## src/rtl/alu_seq.sv

```systemverilog
// -----------------------------------------------------------------------------
// alu_seq -- nibble-serial ALU sequencer for the Z80 core.
//
// An accepted request latches op/op1/op2/cf_in, runs the low nibble then the
// high nibble through one shared 4-bit datapath, and chains carry, zero and
// parity between the two passes. The 8-bit result and a Z80 flag byte
// {S,Z,Y,H,X,PV,N,C} update on the HIGH->DONE edge, and done pulses for one
// cycle. One operation completes every 3 cycles when requests are chained
// back to back.
//
// Ports:
//   clk         core clock, rising edge
//   nreset      asynchronous active-low reset
//   start       request strobe, sampled only in IDLE or DONE
//   op[2:0]     0 ADD, 1 ADC, 2 SUB, 3 SBC, 4 AND, 5 XOR, 6 OR, 7 CP
//   op1[7:0]    first operand (accumulator)
//   op2[7:0]    second operand
//   cf_in       carry flag in, used by ADC and SBC only
//   busy        high in LOW and HIGH
//   done        one-cycle pulse, result and flags valid
//   result[7:0] operation result, held until the next completed operation
//   flags[7:0]  {S,Z,Y,H,X,PV,N,C}
//   alu_op_low  high in LOW (nibble phase indicator)
//
// Configuration macro: ALU_SEQ_XY_EN -- when defined, Y/X copy bits 5/3 of
// the result (of op2 for CP); when undefined they read as 0.
// -----------------------------------------------------------------------------
module alu_seq (
    input  logic       clk,
    input  logic       nreset,
    input  logic       start,
    input  logic [2:0] op,
    input  logic [7:0] op1,
    input  logic [7:0] op2,
    input  logic       cf_in,
    output logic       busy,
    output logic       done,
    output logic [7:0] result,
    output logic [7:0] flags,
    output logic       alu_op_low
);

    typedef enum logic [1:0] {S_IDLE, S_LOW, S_HIGH, S_DONE} state_t;
    typedef enum logic [2:0] {
        OP_ADD, OP_ADC, OP_SUB, OP_SBC, OP_AND, OP_XOR, OP_OR, OP_CP
    } op_t;

    state_t     r_state, w_next_state;
    op_t        r_op;
    logic [7:0] r_a, r_b;
    logic       r_cf;
    logic [3:0] r_lo_res;
    logic       r_c_mid;     // raw adder carry out of the low nibble
    logic       r_lo_zero;
    logic       r_lo_even;   // 1 = low nibble has even parity
    logic [7:0] r_result, r_flags;

    // Operation class decode
    logic w_is_sub, w_is_logic, w_use_cf;
    assign w_is_sub   = (r_op == OP_SUB) || (r_op == OP_SBC) || (r_op == OP_CP);
    assign w_is_logic = (r_op == OP_AND) || (r_op == OP_XOR) || (r_op == OP_OR);
    assign w_use_cf   = (r_op == OP_ADC) || (r_op == OP_SBC);

    // Shared nibble datapath. Subtraction is a + ~b + ~cin, so the adder
    // carry-in is inverted for the subtract class and the raw carry chains
    // straight into the high nibble; borrow is recovered only for H and C.
    logic       w_in_high;
    logic [3:0] w_nib_a, w_nib_b, w_nib_res;
    logic       w_cin_low, w_nib_cin;
    logic [4:0] w_sum;

    assign w_in_high = (r_state == S_HIGH);
    assign w_nib_a   = w_in_high ? r_a[7:4] : r_a[3:0];
    assign w_nib_b   = w_in_high ? r_b[7:4] : r_b[3:0];
    assign w_cin_low = (w_use_cf & r_cf) ^ w_is_sub;
    assign w_nib_cin = w_in_high ? r_c_mid : w_cin_low;
    assign w_sum     = {1'b0, w_nib_a} + {1'b0, w_nib_b ^ {4{w_is_sub}}}
                     + {4'b0000, w_nib_cin};

    always_comb begin
        case (r_op)
            OP_AND:  w_nib_res = w_nib_a & w_nib_b;
            OP_XOR:  w_nib_res = w_nib_a ^ w_nib_b;
            OP_OR:   w_nib_res = w_nib_a | w_nib_b;
            default: w_nib_res = w_sum[3:0];
        endcase
    end

    // Full-width result and flags, meaningful during HIGH only
    logic [7:0] w_r, w_flags, w_xy_src;
    logic       w_zero, w_even, w_ovf, w_h, w_c;

    assign w_r    = {w_nib_res, r_lo_res};
    assign w_zero = r_lo_zero & (w_nib_res == 4'h0);
    // Whole byte is even iff both nibbles share the same parity
    assign w_even = ~(r_lo_even ^ (~^w_nib_res));
    // Operand b as actually seen by the adder decides the overflow sign rule
    assign w_ovf  = (r_a[7] == (r_b[7] ^ w_is_sub)) && (w_r[7] != r_a[7]);
    assign w_h    = (r_op == OP_AND) ? 1'b1 :
                    w_is_logic       ? 1'b0 : (r_c_mid ^ w_is_sub);
    assign w_c    = w_is_logic ? 1'b0 : (w_sum[4] ^ w_is_sub);
    assign w_xy_src = (r_op == OP_CP) ? r_b : w_r;

    always_comb begin
        w_flags    = 8'h00;
        w_flags[7] = w_r[7];
        w_flags[6] = w_zero;
        w_flags[4] = w_h;
        w_flags[2] = w_is_logic ? w_even : w_ovf;
        w_flags[1] = w_is_sub;
        w_flags[0] = w_c;
`ifdef ALU_SEQ_XY_EN
        w_flags[5] = w_xy_src[5];
        w_flags[3] = w_xy_src[3];
`else
        // Undocumented bits read as 0; keep the source net referenced
        w_flags[5] = 1'b0 & w_xy_src[5];
        w_flags[3] = 1'b0 & w_xy_src[3];
`endif
    end

    // Next state and decoded outputs
    // NOTE: every output of this block gets a default first so no path
    // leaves a value unassigned, which would otherwise infer a latch.
    always_comb begin
        w_next_state = r_state;
        busy         = 1'b0;
        done         = 1'b0;
        alu_op_low   = 1'b0;
        case (r_state)
            S_IDLE: if (start) w_next_state = S_LOW;
            S_LOW: begin
                busy         = 1'b1;
                alu_op_low   = 1'b1;
                w_next_state = S_HIGH;
            end
            S_HIGH: begin
                busy         = 1'b1;
                w_next_state = S_DONE;
            end
            S_DONE: begin
                done         = 1'b1;
                w_next_state = start ? S_LOW : S_IDLE;
            end
            default: w_next_state = S_IDLE;
        endcase
    end

    // NOTE: sequential state uses non-blocking assignments so every register
    // samples pre-edge values regardless of statement order.
    always_ff @(posedge clk or negedge nreset) begin
        if (!nreset) begin
            r_state   <= S_IDLE;
            r_op      <= OP_ADD;
            r_a       <= 8'h00;
            r_b       <= 8'h00;
            r_cf      <= 1'b0;
            r_lo_res  <= 4'h0;
            r_c_mid   <= 1'b0;
            r_lo_zero <= 1'b0;
            r_lo_even <= 1'b0;
            r_result  <= 8'h00;
            r_flags   <= 8'h00;
        end else begin
            r_state <= w_next_state;
            case (r_state)
                S_IDLE, S_DONE: if (start) begin
                    r_op <= op_t'(op);
                    r_a  <= op1;
                    r_b  <= op2;
                    r_cf <= cf_in;
                end
                S_LOW: begin
                    r_lo_res  <= w_nib_res;
                    r_c_mid   <= w_sum[4];
                    r_lo_zero <= (w_nib_res == 4'h0);
                    r_lo_even <= ~^w_nib_res;
                end
                S_HIGH: begin
                    // CP reports flags of op1-op2 but leaves the operand intact
                    r_result <= (r_op == OP_CP) ? r_a : w_r;
                    r_flags  <= w_flags;
                end
                default: ;
            endcase
        end
    end

    assign result = r_result;
    assign flags  = r_flags;

endmodule

```

## config.mk

```make
export PLATFORM = sky130hd
export DESIGN_NAME = alu_seq
export DESIGN_NICKNAME = d
export VERILOG_FILES = /design/src/rtl/alu_seq.sv
export SDC_FILE = /design/constraint.sdc
export NUM_CORES = 1
export LEC_CHECK = 0
export ABC_CLOCK_PERIOD_IN_PS = 6200
export BUFFER_PORTS_ARGS = -buffer_cell sky130_fd_sc_hd__buf_2
export CORE_MARGIN = 1.5
export CORE_UTILIZATION = 60
export CTS_CLUSTER_SIZE = 24
export DETAILED_ROUTE_END_ITERATION = 12
export GPL_TIMING_DRIVEN = 1
export PLACE_DENSITY = 0.84
export SYNTH_ARGS = -nofsm -noshare
export SYNTH_HDL_FRONTEND = slang
export SYNTH_SLANG_ARGS = --single-unit
```

## constraint.sdc

```tcl
create_clock -name clk -period 6.2 [get_ports clk]
set_input_delay 0.31 -clock clk [delete_from_list [all_inputs] [get_ports clk]]
set_output_delay 0.31 -clock clk [all_outputs]
set_load 0.05 [all_outputs]
```

**After elaboration in Yosys (flattened, before gate mapping)**

Index checks and enable logic that the tools add are counted.
W data, S select, Z words.

- Bitwise logic cells: 12
- Reduce and logical (&&, ||, !) cells: 12
- Equal/unequal tests: 13
- $add $sub $neg: 2
- Muxes and demuxes: 15

Operators with widths:

| operator | number |
|---|---|
| $eq A3 B3 Y1 const B | 4 |
| $pmux W4 S3 | 1 |
| $mux W1 | 9 |
| $mux W4 | 2 |
| $mux W8 | 1 |
| $pmux W2 S4 | 1 |
| $xor A4 B4 Y4 | 2 |
| $eq A3 B2 Y1 const B | 2 |
| $add A4 B4 Y5 | 1 |
| $add A5 B1 Y5 | 1 |
| $logic_or A1 B1 Y1 | 5 |
| $xor A1 B1 Y1 | 5 |
| $and A4 B4 Y4 | 1 |
| $eq A2 B2 Y1 const B | 2 |
| $logic_not A4 Y1 | 1 |
| $or A4 B4 Y4 | 1 |
| $reduce_or A2 Y1 | 2 |
| $reduce_xnor A4 Y1 | 1 |
| $eq A3 B1 Y1 const B | 1 |
| $and A1 B1 Y1 | 2 |
| $eq A2 B1 Y1 const B | 1 |
| $logic_not A2 Y1 | 1 |
| $mux W2 | 1 |
| $ne A2 B2 Y1 const B | 1 |
| 5 further kinds | 5 |

- Logic and storage cells: 65
- Register bits: 43

**Depth between registers and ports, before layout**

- Depth after elaboration: 11
- Gate-level depth with buffers: 18
- Mapped depth without buffers: 16

**Least setup slack after synthesis**

Ideal clock, no wire load.

- Kind: reg2reg
- Start point: register r_state[0]
- End point: register r_flags[2], in the netlist flags[2]
- Path slack: 2.054 ns
- Required time: 6.114 ns
- Data arrival time: 4.061 ns
- Stages on the path, launching flop included: 16
- Path through: dfrtp_1 inv_1 ha_1 clkbuf_1 buf_2 clkbuf_1 o21ai_0 fa_1 inv_1 fa_1 a22o_1 ha_1 or2_2 o311ai_4 mux2_2 o221ai_2

- Cells in the longest elaborated chain, start to end: 10
- Elaborated cells between the ends (all ways): 17
- Classes of those cells: 2 x add/sub; 2 x eq/ne; 5 x mux; 6 x bitwise; 2 x reduce/logical

RTL lines:

| what | line | RTL |
|---|---|---|
| start: declaration | 48 | `state_t r_state, w_next_state;` |
| start signal: assignment | 165 | `r_state <= w_next_state;` |
| $eq A2 B2 Y1 * | 72, 166 |  |
| $mux W4 | 74 | `assign w_nib_b = w_in_high ? r_b[7:4] : r_b[3:0];` |
| $xor A4 B4 Y4 | 77 | `assign w_sum = {1'b0, w_nib_a} + {1'b0, w_nib_b ^ {4{w_is_sub}}}` |
| $add A4 B4 Y5 | 77 |  |
| $add A5 B1 Y5 | 78 | `+ {4'b0000, w_nib_cin};` |
| $pmux W4 S3 | 81 | `case (r_op)` |
| $reduce_xnor A4 Y1 | 96 | `assign w_even = ~(r_lo_even ^ (~^w_nib_res));` |
| $xor A1 B1 Y1 | 96 |  |
| $not A1 Y1 | 96 |  |
| $mux W1 | 109 | `w_flags[2] = w_is_logic ? w_even : w_ovf;` |
| end signal: assignment | 182 | `r_flags <= w_flags;` |
| end: declaration | 56 | `logic [7:0] r_result, r_flags;` |

Every way passes the cells marked *; elsewhere a longest branch is shown, timed or not.
A chain may end at the register's enable or synchronous reset.

**Worst setup path after layout**

Ends and elaborated chain as after synthesis.

==> run_results.csv <==
group,metric,value,unit
status,status,"finished, final reports clean",
final_layout,fin_cells,345,
drt,firstDrtPassIters,4,
die,io_pins,42,
synth,synthArstFlopShare,100,%
critical_path,crit_chain,"inv_1, ha_1, mux2i_1, inv_1, xnor2_1, fa_1, inv_1, fa_1, a22o_1, ha_1, and3b_1, a32oi_1, o311ai_4, mux2_2, o221ai_2",
synth,synth_top_area_share,40.2,%
clock_network,ctsResizeCount,0,
clock_network,clk_pin_slew_worst_paths,0.08,ns
die,core.rowCount,24,
final_layout,area_delta_synth_final,10.5,%
critical_path,crit_type,"register to register",
critical_path,critPathMostFrequentCell,"inv_1",
timing,fin_setup_tns,0,ns
synth,seq_area_frac_synth,40.2,%
synth,synthFlopType,"dfrtp_1",
clock_network,cts_max_level,2,
timing,post-route-min-period,4.41,ns
final_layout,seq_area,1080,um2
die,die_h,69.8,um
clock_network,numCtsBuffers,5,
clock_network,cts.sinks,43,
critical_path,start_kind,"register",
synth,ys_top_cells_by_area,"dfrtp_1 (40%), mux2_2 (11%), ha_1 (7.9%)",
critical_path,critPathSlowestCell,"ha_1",
synth,synth_compound_area_share,13.6,%
synth,synth_top_area_cell,"dfrtp_1",
global_routing,grt_pass1_vias,1918,
clock_network,clk-insertion-delay-late,0.30,ns
critical_path,worstPathArrival,4.58,ns
synth,synthMuxAreaShare,16.6,%
final_layout,layout.nets,334,
timing,hold_viol,0,
synth,syn_inst,258,
drt,drtIter0Drc,68,
die,initial_utilization,61.9,%
hold_path,hp-class,"input port to async pin",
final_layout,fill_cells,347,
synth,synth-xor-area-share,1.64,%
critical_path,slowest_delay,0.67,ns
timing,fin_crit_sh,71.2,%
clock_network,holdBufCountCts,0,
timing,fmaxAchievable,0.227,GHz
timing,worst-slew-pin-transition,1.05,ns
final_layout,drive_above_1_share,27.6,%
place,gp_congestion,0.832,
clock_network,cts_tree,"built",
synth,syn_avg_cell_area,10.4,um2
global_routing,grt_max_degree,44,
die,die-area,4870,um2
timing,finalSetupViolations,0,
critical_path,cp-end-kind,"register",
synth,synth_area,2680,um2
die,die-width,69.8,um
global_routing,grt-ovfl-total,0,
drt,wl,4940,um
synth,synth_simple_gate_area_share,12.3,%
drt,via_count,1954,
synth,synth_top_family_by_area,"multiplexers",
final_layout,fin_util,68.4,%
place,place_hpwl,3610,um
global_routing,grt.total_usage,21.9,%
global_routing,antenna_found_initial,0,
place,port_buffers,39,
clock_network,cts-root-buf,"clkbuf_8",
timing,slew_headroom,30.0,%
global_routing,grt_pass1_wl,8560,um
timing,rsz0062_at_grt,"no",
drt,drt-wirelength-per-cell,14.3,um
final_layout,diodes,0,
drt,drc_errors,0,
synth,yosys.cell_types.count,54,
timing,fin_worst_skew,0.00492,ns
synth,yosys_warnings,0,
final_layout,multiInputGateArea,1440,um2
drt,postRouteAntennaNets,0,
die,core,4320,um2
critical_path,critPathMaxFanout,20,
synth,yosys.area_share.adder,9.44,%
clock_network,cts_setup_buffers,0,
drt,avgViaCountPerCell,5.66,
clock_network,clockBufferDepth,2,
synth,synth_edf_count,0,
place,dp_cells,337,
job,maxCapViolCount,0,
synth,synth_seq_cells,43,
critical_path,cp_data_required_time,6.36,ns
timing,final_max_slew_viol_count,0,
[cell usage after synthesis, types with 3 or more instances]
library cell,count
nand2b_1,6
mux2i_1,14
a21oi_1,14
clkbuf_1,6
and3_1,3
mux2_2,27
buf_4,4
o32ai_1,3
xnor2_1,5
inv_1,23
o21ai_0,11
ha_1,17
dfrtp_1,43
nor2b_1,5
nor2_1,14
nand3_1,4
nand2_1,15
[worst max-delay path, delay by kind of cell, from the launching register on]
family,cells,cell delay [ns]
flip-flops,1,0.44
adder cells (fa/ha/maj),4,1.83
buffers and inverters,3,0.31
AO/OA/AOI/OAI,4,0.76
AND/OR/NAND/NOR,1,0.20
XOR/XNOR,1,0.15
multiplexers,2,0.56
[logic make-up after synthesis]
| group | Yosys count |
|---|---|
| fa+ha+maj | 19 |
| buf+inv | 37 |
| mux | 41 |
| other cells | 1 |
| flops | 43 |
| compound gates | 50 |
| xor+xnor | 5 |
| simple gates | 62 |
[path summary, 6_finish.rpt]
check                            from         to  slack, ns  cells past startpoint
min                            nreset   flags[1]       0.14                      1
min in group clk                op[1]    r_op[1]       0.21                      3
max in group asynchronous      nreset     r_b[4]       5.48                      1
max                        r_state[0]   flags[2]       1.79                     15
max reg2reg                r_state[0]   flags[2]       1.79                     15
min reg2reg                 result[7]  result[7]       0.50                      2
[registers in the layout (all words and copies together), names as in the netlist]
| signal | cells |
|---|---|
| r_lo_even | 1 |
| result | 8 |
| r_op | 3 |
| r_a | 8 |
| r_b | 8 |
| r_state | 2 |
| r_lo_res | 4 |
| r_c_mid | 1 |
| flags | 6 |
| r_lo_zero | 1 |
| r_cf | 1 |
[cell usage in the layout, fill, tap and decap left out, drive strengths merged, types with 11 or more instances in the layout]
| cell type | instances |
|---|---|
| mux2 | 27 |
| buf | 40 |
| ha | 17 |
| mux2i | 14 |
| inv | 23 |
| nand2 | 15 |
| o21ai | 11 |
| dfrtp | 43 |
| nor2 | 14 |
| a21oi | 14 |
[area by class of cell]
class	instances	area share [%]
tap	52	2.20
sequential	43	36.4
inverter	23	2.92
clock inverter	2	0.423
clock buffer	6	2.45
multi-input combinational	179	48.8
timing repair buffer	40	6.85
[metrics by stage]
stage	setup WS (ns)	hold WS, ns	instance area [um2]
after CTS	1.79	0.180	2960
final	1.79	0.141	2960
after global placement	1.96	0.477	2870
after global routing	1.51	0.225	2960
after detailed placement	1.81	0.489	2870
after floorplan	2.05	0.0144	2680
[routing by layer]
metal	GRT usage, %	vias up	routed length, um
met5	0	-	0
met4	8.55	0	91
met3	4.07	9	151
met2	36.7	35	2340
met1	28.3	947	2350
li1	-	963	-
Power is left out: the tool's default activity adds up to more than one toggle a clock period on the data nets, which glitch-free logic cannot reach.
